[src/rtl/turn_sequencer.sv]
// Turn sequencer for a 2048-style board: accepts a player direction, drives the
// move/sum/move/spawn/check datapath operations in order and tracks win/loss/fault.
module turn_sequencer #(
    parameter logic [15:0] LFSR_SEED = 16'hACE1,
    parameter int unsigned TIMEOUT   = 16
) (
    input  logic        clk,
    input  logic        rst,
    input  logic        dir_valid,
    input  logic [3:0]  direction,
    output logic        dir_ready,
    output logic        op_start,
    output logic [2:0]  op_sel,
    output logic [3:0]  op_dir,
    input  logic        op_done,
    input  logic        board_changed,
    input  logic [4:0]  empty_cnt,
    input  logic        W,
    input  logic        L,
    output logic [3:0]  spawn_pos,
    output logic        spawn_four,
    output logic [1:0]  wl,
    output logic [15:0] turn_count
);

    // An all-zero seed would lock the LFSR up.
    localparam logic [15:0] SeedEff  = (LFSR_SEED == 16'h0000) ? 16'h0001 : LFSR_SEED;
    localparam logic [15:0] WaitLast = 16'(TIMEOUT - 1);

    typedef enum logic [3:0] {
        StIdle, StMove1, StSum, StMove2, StSpawn, StCheck, StWon, StLost, StFault
    } state_e;

    state_e      state_q, state_d;
    logic        changed_q, changed_d;
    logic [15:0] wait_q, wait_d;
    logic [15:0] lfsr_q, lfsr_d;

    logic        dir_ready_d, op_start_d, spawn_four_d;
    logic [2:0]  op_sel_d;
    logic [3:0]  op_dir_d, spawn_pos_d;
    logic [1:0]  wl_d;
    logic [15:0] turn_count_d;
    logic        dir_onehot, changed_upd;

    function automatic logic [2:0] op_code(input state_e s);
        case (s)
            StMove1, StMove2: op_code = 3'b001;
            StSum:            op_code = 3'b010;
            StSpawn:          op_code = 3'b011;
            StCheck:          op_code = 3'b100;
            default:          op_code = 3'b000;
        endcase
    endfunction

    always_comb begin
        state_d      = state_q;
        changed_d    = changed_q;
        wait_d       = wait_q;
        op_dir_d     = op_dir;
        turn_count_d = turn_count;
        dir_onehot   = (direction != 4'd0) && ((direction & (direction - 4'd1)) == 4'd0);
        changed_upd  = changed_q | board_changed;

        if (state_q == StIdle) begin
            if (dir_valid && dir_ready && dir_onehot) begin
                op_dir_d  = direction;
                changed_d = 1'b0;
                state_d   = StMove1;
            end
        end else if (op_code(state_q) != 3'b000) begin
            // op_start marks the launch cycle; op_done only counts afterwards.
            if (op_start) begin
                wait_d = '0;
            end else if (op_done) begin
                case (state_q)
                    StMove1: begin
                        changed_d = changed_upd;
                        state_d   = StSum;
                    end
                    StSum: begin
                        changed_d = changed_upd;
                        state_d   = StMove2;
                    end
                    StMove2: begin
                        changed_d = changed_upd;
                        if (!changed_upd)             state_d = StIdle;
                        else if (empty_cnt != 5'd0)   state_d = StSpawn;
                        else                          state_d = StCheck;
                    end
                    StSpawn: state_d = StCheck;
                    StCheck: begin
                        if (turn_count != 16'hFFFF) turn_count_d = turn_count + 16'd1;
                        if (W)      state_d = StWon;
                        else if (L) state_d = StLost;
                        else        state_d = StIdle;
                    end
                    default: state_d = state_q;
                endcase
            end else if (wait_q == WaitLast) begin
                state_d = StFault;
            end else begin
                wait_d = wait_q + 16'd1;
            end
        end
    end

    // Outputs are registered copies of what the next state implies.
    always_comb begin
        dir_ready_d  = (state_d == StIdle);
        op_sel_d     = op_code(state_d);
        op_start_d   = (op_sel_d != 3'b000) && (state_d != state_q);
        spawn_pos_d  = spawn_pos;
        spawn_four_d = spawn_four;
        lfsr_d       = {lfsr_q[14:0], lfsr_q[15] ^ lfsr_q[13] ^ lfsr_q[12] ^ lfsr_q[10]};

        case (state_d)
            StWon:   wl_d = 2'b10;
            StLost:  wl_d = 2'b01;
            StFault: wl_d = 2'b11;
            default: wl_d = 2'b00;
        endcase

        if (state_d == StSpawn && state_q != StSpawn) begin
            spawn_pos_d  = lfsr_q[3:0];
            spawn_four_d = (lfsr_q[7:5] == 3'b000);
        end
    end

    always_ff @(posedge clk) begin
        if (rst) begin
            state_q    <= StIdle;
            changed_q  <= 1'b0;
            wait_q     <= '0;
            lfsr_q     <= SeedEff;
            dir_ready  <= 1'b1;
            op_start   <= 1'b0;
            op_sel     <= 3'b000;
            op_dir     <= 4'b0000;
            spawn_pos  <= 4'd0;
            spawn_four <= 1'b0;
            wl         <= 2'b00;
            turn_count <= 16'd0;
        end else begin
            state_q    <= state_d;
            changed_q  <= changed_d;
            wait_q     <= wait_d;
            lfsr_q     <= lfsr_d;
            dir_ready  <= dir_ready_d;
            op_start   <= op_start_d;
            op_sel     <= op_sel_d;
            op_dir     <= op_dir_d;
            spawn_pos  <= spawn_pos_d;
            spawn_four <= spawn_four_d;
            wl         <= wl_d;
            turn_count <= turn_count_d;
        end
    end

endmodule

[config.mk]
export PLATFORM = sky130hd
export DESIGN_NAME = turn_sequencer
export DESIGN_NICKNAME = d
export VERILOG_FILES = /design/src/rtl/turn_sequencer.sv
export SDC_FILE = /design/constraint.sdc
export NUM_CORES = 1
export LEC_CHECK = 0
export CELL_PAD_IN_SITES_DETAIL_PLACEMENT = 0
export CELL_PAD_IN_SITES_GLOBAL_PLACEMENT = 1
export CORE_UTILIZATION = 37
export CTS_CLUSTER_DIAMETER = 150
export DETAILED_ROUTE_END_ITERATION = 8
export GPL_ROUTABILITY_DRIVEN = 0
export PLACE_DENSITY = 0.76
export SETUP_SLACK_MARGIN = 0.4
export SLEW_MARGIN = 40
export SYNTH_ARGS = -nofsm -noshare
export SYNTH_HDL_FRONTEND = slang
export SYNTH_SLANG_ARGS = --single-unit
[constraint.sdc]
create_clock -name clk -period 2.4 [get_ports clk]
set_clock_uncertainty 0.2 [all_clocks]
set_input_delay 0.72 -clock clk [delete_from_list [all_inputs] [get_ports clk]]
set_output_delay 0.72 -clock clk [all_outputs]
set_load 0.005 [all_outputs]
======== After elaboration in Yosys (flattened, before gate mapping) ========
Cells that the tools add are included.
W data, S select, Z words.
operators by class
  $add $sub $neg .......................... 3
  equal/unequal tests ..................... 21
  multiplexer cells ....................... 24
  bitwise operators ....................... 7
  reductions and logical operators ........ 23
operators by type and width
  operator                 number
  $mux W16                 3
  $add A16 B1 Y16 const B  2
  $eq A4 B3 Y1 const B     6
  $mux W4                  6
  $pmux W3 S4              2
  $pmux W4 S5              1
  $eq A16 B4 Y1 const B    1
  $eq A4 B2 Y1 const B     4
  $ne A16 B16 Y1 const B   1
  $logic_not A4 Y1         3
  $mux W3                  4
  $eq A4 B1 Y1 const B     2
  $mux W1                  7
  $pmux W2 S3              1
  $reduce_and A6 Y1        1
  $reduce_bool A2 Y1       3
  $reduce_bool A3 Y1       2
  $logic_and A1 B1 Y1      5
  $reduce_and A5 Y1        1
  $reduce_bool A5 Y1       1
  $and A4 B4 Y4            1
  $eq A4 B4 Y1 const B     1
  $ne A2 B1 Y1 const B     2
  $ne A2 B2 Y1 const B     2
  other kinds (12)         16
word-level totals
  flip-flop bits (word level) ............. 69
  output and inout port bits .............. 32
  logic and storage cells ................. 90

======== Longest topological paths before layout ========
Gate-level depths: netlist of run 1.
  word-level depth ........................ 13
  gate-level depth with buffers ........... 8
  mapped depth without buffers ............ 7

======== Worst setup path before layout of run 1 ========
OpenSTA, ideal clock, no wires.
  path type ............................... in2reg
  start ................................... input empty_cnt[1]
  end ..................................... register wl[0]
  library setup time ...................... 71 ps
  data arrival time ....................... 2300 ps
  data required time ...................... 2129 ps
  slack ................................... -171 ps
  stages on the path ...................... 6
  buffers on the path ..................... 0
  path through ............................ or4_4 > nor4_4 > o311ai_2 > and3b_4 > or4_1 > a21oi_1
on the way
  cells in the longest elaborated chain, start to end .. 10
  elaborated cells on any way between the ends .. 12
ends and longest elaborated chain
  element                                       line  source
  start: declaration                            17    input logic [4:0] empty_cnt,
  $reduce_bool A5 Y1 (*)                        88    else if (empty_cnt != 5'd0) state_d = StSpawn;
  $mux W1 (*)                                   88
  $mux W3 (*)                                   87    if (!changed_upd) state_d = StIdle;
  $pmux W4 S5 (*)                               76    case (state_q)
  $mux W4 (*)                                   75    end else if (op_done) begin
  $mux W4 (*)                                   73    if (op_start) begin
  $mux W4 (*)                                   71    end else if (op_code(state_q) != 3'b000) begin
  $mux W4 (*)                                   65    if (state_q == StIdle) begin
  $eq A4 B4 Y1 or $eq A4 B3 Y1 (tied branches)  117   case (state_d)
  $pmux W2 S3 (*)                               117
  end signal: assignment                        155   wl <= wl_d;
  end: declaration                              22    output logic [1:0] wl,
Mark *: on every way between the ends. The rest lies on a longest branch, timed or not.
A chain may end at the register's enable or synchronous reset.

======== Final worst setup path of run 1 ========
  start ................................... input empty_cnt[3]
  end ..................................... register spawn_pos[1]
on the way
  cells in the longest elaborated chain, start to end .. 10
ends and longest elaborated chain
  element                 line  source
  $reduce_bool A5 Y1      88
  $mux W1                 88
  $mux W3                 87
  $pmux W4 S5             76
  $mux W4                 75
  $mux W4                 73
  $mux W4                 71
  $mux W4                 65
  $eq A4 B3 Y1            124   if (state_d == StSpawn && state_q != StSpawn) begin
  $logic_and A1 B1 Y1     124
  end signal: assignment  153   spawn_pos <= spawn_pos_d;
  end: declaration        20    output logic [3:0] spawn_pos,
Every way passes these cells.

==> impl_metrics.ini, run 1 <==
[yosys]
synth_edf_count = 0
syn_inst = 333
synth_most_common_cell = dfxtp_1
synth_top_area_cell = dfxtp_1
synth_top_area_share = 0.433
synthArstFlopShare = 0
synth_cell_types = 61
synth_area_um2 = 3190
synth_nets = 351
ys_warn_count = 0
syn-mean-instance-area_um2 = 9.57
synth_common_cells = dfxtp_1 (69), nor2_1 (44), nand2_1 (20), xor2_1 (20), nor2b_1 (14)
synth-seq-cells = 69
seq_area_frac_synth = 0.433
ys.flop_type = dfxtp_1
yosys-top-cells-area = dfxtp_1 (43%), xor2_1 (5.5%), nor2_1 (5.2%), nor2b_1 (2.7%), xnor2_1 (2.7%)

[critical_path]
cp_max_fo = 5
critPathMaxStageDelay_ns = 0.53
cp_num_buf_inv = 2
critPathRequiredTime_ns = 2.43
cp_common_cell = buf_6
critPathLaunch = empty_cnt[3]
arrival_ns = 2.45
critPathTopFamily = simple AND/OR/NAND/NOR gates
crit_type = input pin to flip-flop
path_cells = buf_6 > or4_4 > nor4_4 > o311ai_4 > buf_6 > o211a_4 > o211ai_4 > mux2_4
r2r-start = wait_q[0]
critPathCaptureType = flip-flop
cp_slowest_cell = or4_4
start_kind = input pin

[clock_network]
clk_path_buf_depth = 2
clk_latency_ns = 0.35
clock-sinks = 69
cts_tree = done
ctsHoldBuffers = 0
htree_levels = 3
root_buffer = clkbuf_8
cts_made_buffers = 9
clkSlewWorstSetupHoldPaths_ns = 0.07

[flow_run]
cap_violations = 0

[power_and_ir_drop]
ir_worst_vdd_mv = 0.288
swShare = 0.256
leakage_nw = 2.14
power_density_nw_per_um2 = 530
p_seq_frac = 0.445
p_clk_frac = 0.396
intPower_mw = 2.01
power_switching_mw = 0.692
p_total_mw = 2.71
p_comb_frac = 0.159

[timing]
worst_slew_pin_slew_ns = 0.551
fin_crit_sh = 1.01
setup_viol = 4
hold_ws_ns = 0.217
rsz0062_at_grt = yes
fmax_mhz = 413
finalHoldViolCount = 0
period_minus_slack_ns = 2.42
fin_ws_ns = -0.0215
slew_headroom = 0.632
final_max_slew_viol_count = 0
fin_setup_tns_ns = -0.0711

[detailed_routing]
wl_met2_um = 4260
dr_wl_met3_um = 286
num_vias = 2941
drt-initial-drc-count = 78
drt-total-wl_um = 8610
first_pass_iters = 4
detail-route-antenna-nets = 0
vias_per_cell = 5.14
drcViolationCount = 0
maxUsedRoutingLayer = met4
wl_per_cell_um = 15.1
wl_met1_um = 3800

[placed_design]
portBuffers = 47
dpl.hpwl_um = 4950

[die]
start_util = 0.386
io_pins = 48
die_height_um = 94.8
rows = 33
fp.dieW_um = 94.8
dieArea_um2 = 8990
core_um2 = 8260

[global_route]
grt_pass1_wl_um = 13100
first_global_vias = 2803
grt_overflow = 0
grtUsageTotal = 0.187
antenna_found_initial = 0
grt_start_max_net_pins = 24

[cells_and_area]
layout-drive-gt1-share = 0.486
n_fill_cell = 651
fin_util = 0.619
synthToLayoutAreaGrowth_pct = 60.4
fin_nets = 480
diodes = 0

[run_status]
status = finished with violations
violations = negative setup slack

[hold_path]
worstHoldStart = lfsr_q[4]
hp-class = flip-flop to flip-flop
==> repair_timing <==
action | CTS | global route
gates cloned | 1 | 0
setup endpoints to repair | 83 | 51
pin swaps | 26 | 55
buffers inserted | 27 | 12
resized for setup | 139 | 79
==> metal layers <==
layer,global-route usage,vias up
li1,-,1423
met1,0.239,1428
met2,0.308,64
met3,0.0322,26
met4,0.0846,0
met5,0,-
==> placed cells by master (no fill, tap or decap), types with 4 or more instances in the layout <==
cell,Yosys,layout
nor2b_1,14,13
mux2i_1,7,5
nand2_1,20,16
o21ai_1,0,4
nand3_2,0,9
nand2b_1,8,7
dfxtp_4,0,5
nor2_2,1,6
nor4_4,1,4
nor3_2,2,4
dlygate4sd2_1,0,33
mux2_4,4,4
a21oi_1,11,7
clkbuf_8,0,10
xor2_1,20,20
and3_1,8,8
buf_4,0,50
xnor2_1,10,6
a21oi_2,2,4
nand4_1,10,10
or2_2,7,7
or3_1,6,4
dfxtp_2,0,27
nor2_1,44,37
buf_6,1,37
dfxtp_1,69,37
==> logic make-up after synthesis <==
family,share of synthesized area
xor+xnor,0.0824
compound gates,0.113
fa+ha+maj,0.00785
mux,0.0408
buf+inv,0.0232
simple gates,0.299
flops,0.433
==> sequential cells by signal, summed over array words and instances (netlist names) <==
name,count
state_q,4
wait_q,16
lfsr_q,16
op_dir,4
op_start,1
changed_q,1
dir_ready,1
wl,2
spawn_four,1
turn_count,16
op_sel,3
spawn_pos,4
==> worst paths after layout <==
| check | depth (start not counted) | endpoint | slack, ns |
|---|---|---|---|
| worst max-delay path | 8 | spawn_pos[1] | -0.02 |
| worst min register to register | 1 | lfsr_q[5] | 0.22 |
| worst min-delay path | 1 | lfsr_q[5] | 0.22 |
| worst max register to register | 7 | spawn_pos[1] | 0.05 |
==> power by group through the flow <==
| stage | clock network, mW | logic (mW) | registers, mW |
|---|---|---|---|
| final | 1.07 | 0.430 | 1.20 |
| after global routing | 1.14 | 0.460 | 1.21 |
| after CTS | 1.09 | 0.347 | 1.20 |
| after detailed placement | 0 | 0.311 | 1.23 |
| after global placement | 0 | 0.308 | 1.23 |
| after floorplan | 0 | 0.180 | 1.22 |
==> through the flow <==
stage / std cells / setup WS (ns) / area, um2
4_1_cts: 560 / -0.186 / 4690
6_report: 572 / -0.0215 / 5110
3_3_place_gp: 516 / -0.587 / 4100
2_1_floorplan: 333 / -0.134 / 3250
5_1_grt: 572 / -0.0687 / 5110
3_5_place_dp: 516 / -0.633 / 4100
==> area by class of cell <==
cell class	instances	area [um2]	share of cell area
Tap cell	105	131	0.0257
Clock inverter	6	86.3	0.0169
Timing Repair Buffer	131	1190	0.233
Multi-Input combinational cell	248	2120	0.415
Inverter	3	11.3	0.00220
Clock buffer	10	138	0.0269
Sequential cell	69	1430	0.280
No activity file was read; power rests on OpenSTA's default activity.
==> run 2, diff against run 1 <==
--- a/config.mk
+++ b/config.mk
@@ -9,8 +9,10 @@
 export CELL_PAD_IN_SITES_GLOBAL_PLACEMENT = 1
 export CORE_UTILIZATION = 37
 export CTS_CLUSTER_DIAMETER = 150
+export CTS_CLUSTER_SIZE = 25
 export DETAILED_ROUTE_END_ITERATION = 8
 export GPL_ROUTABILITY_DRIVEN = 0
+export GPL_TIMING_DRIVEN = 1
 export PLACE_DENSITY = 0.76
 export SETUP_SLACK_MARGIN = 0.4
 export SLEW_MARGIN = 40
==> results of run 2 <==
Same layout as run 1: the final DEF is identical, and so are final timing and power.
==> run 3, diff against run 2 <==
--- a/config.mk
+++ b/config.mk
@@ -5,6 +5,7 @@
 export SDC_FILE = /design/constraint.sdc
 export NUM_CORES = 1
 export LEC_CHECK = 0
+export CAP_MARGIN = 25
 export CELL_PAD_IN_SITES_DETAIL_PLACEMENT = 0
 export CELL_PAD_IN_SITES_GLOBAL_PLACEMENT = 1
 export CORE_UTILIZATION = 37
==> results of run 3 <==
Same layout as run 1: the final DEF is identical, and so are final timing and power.
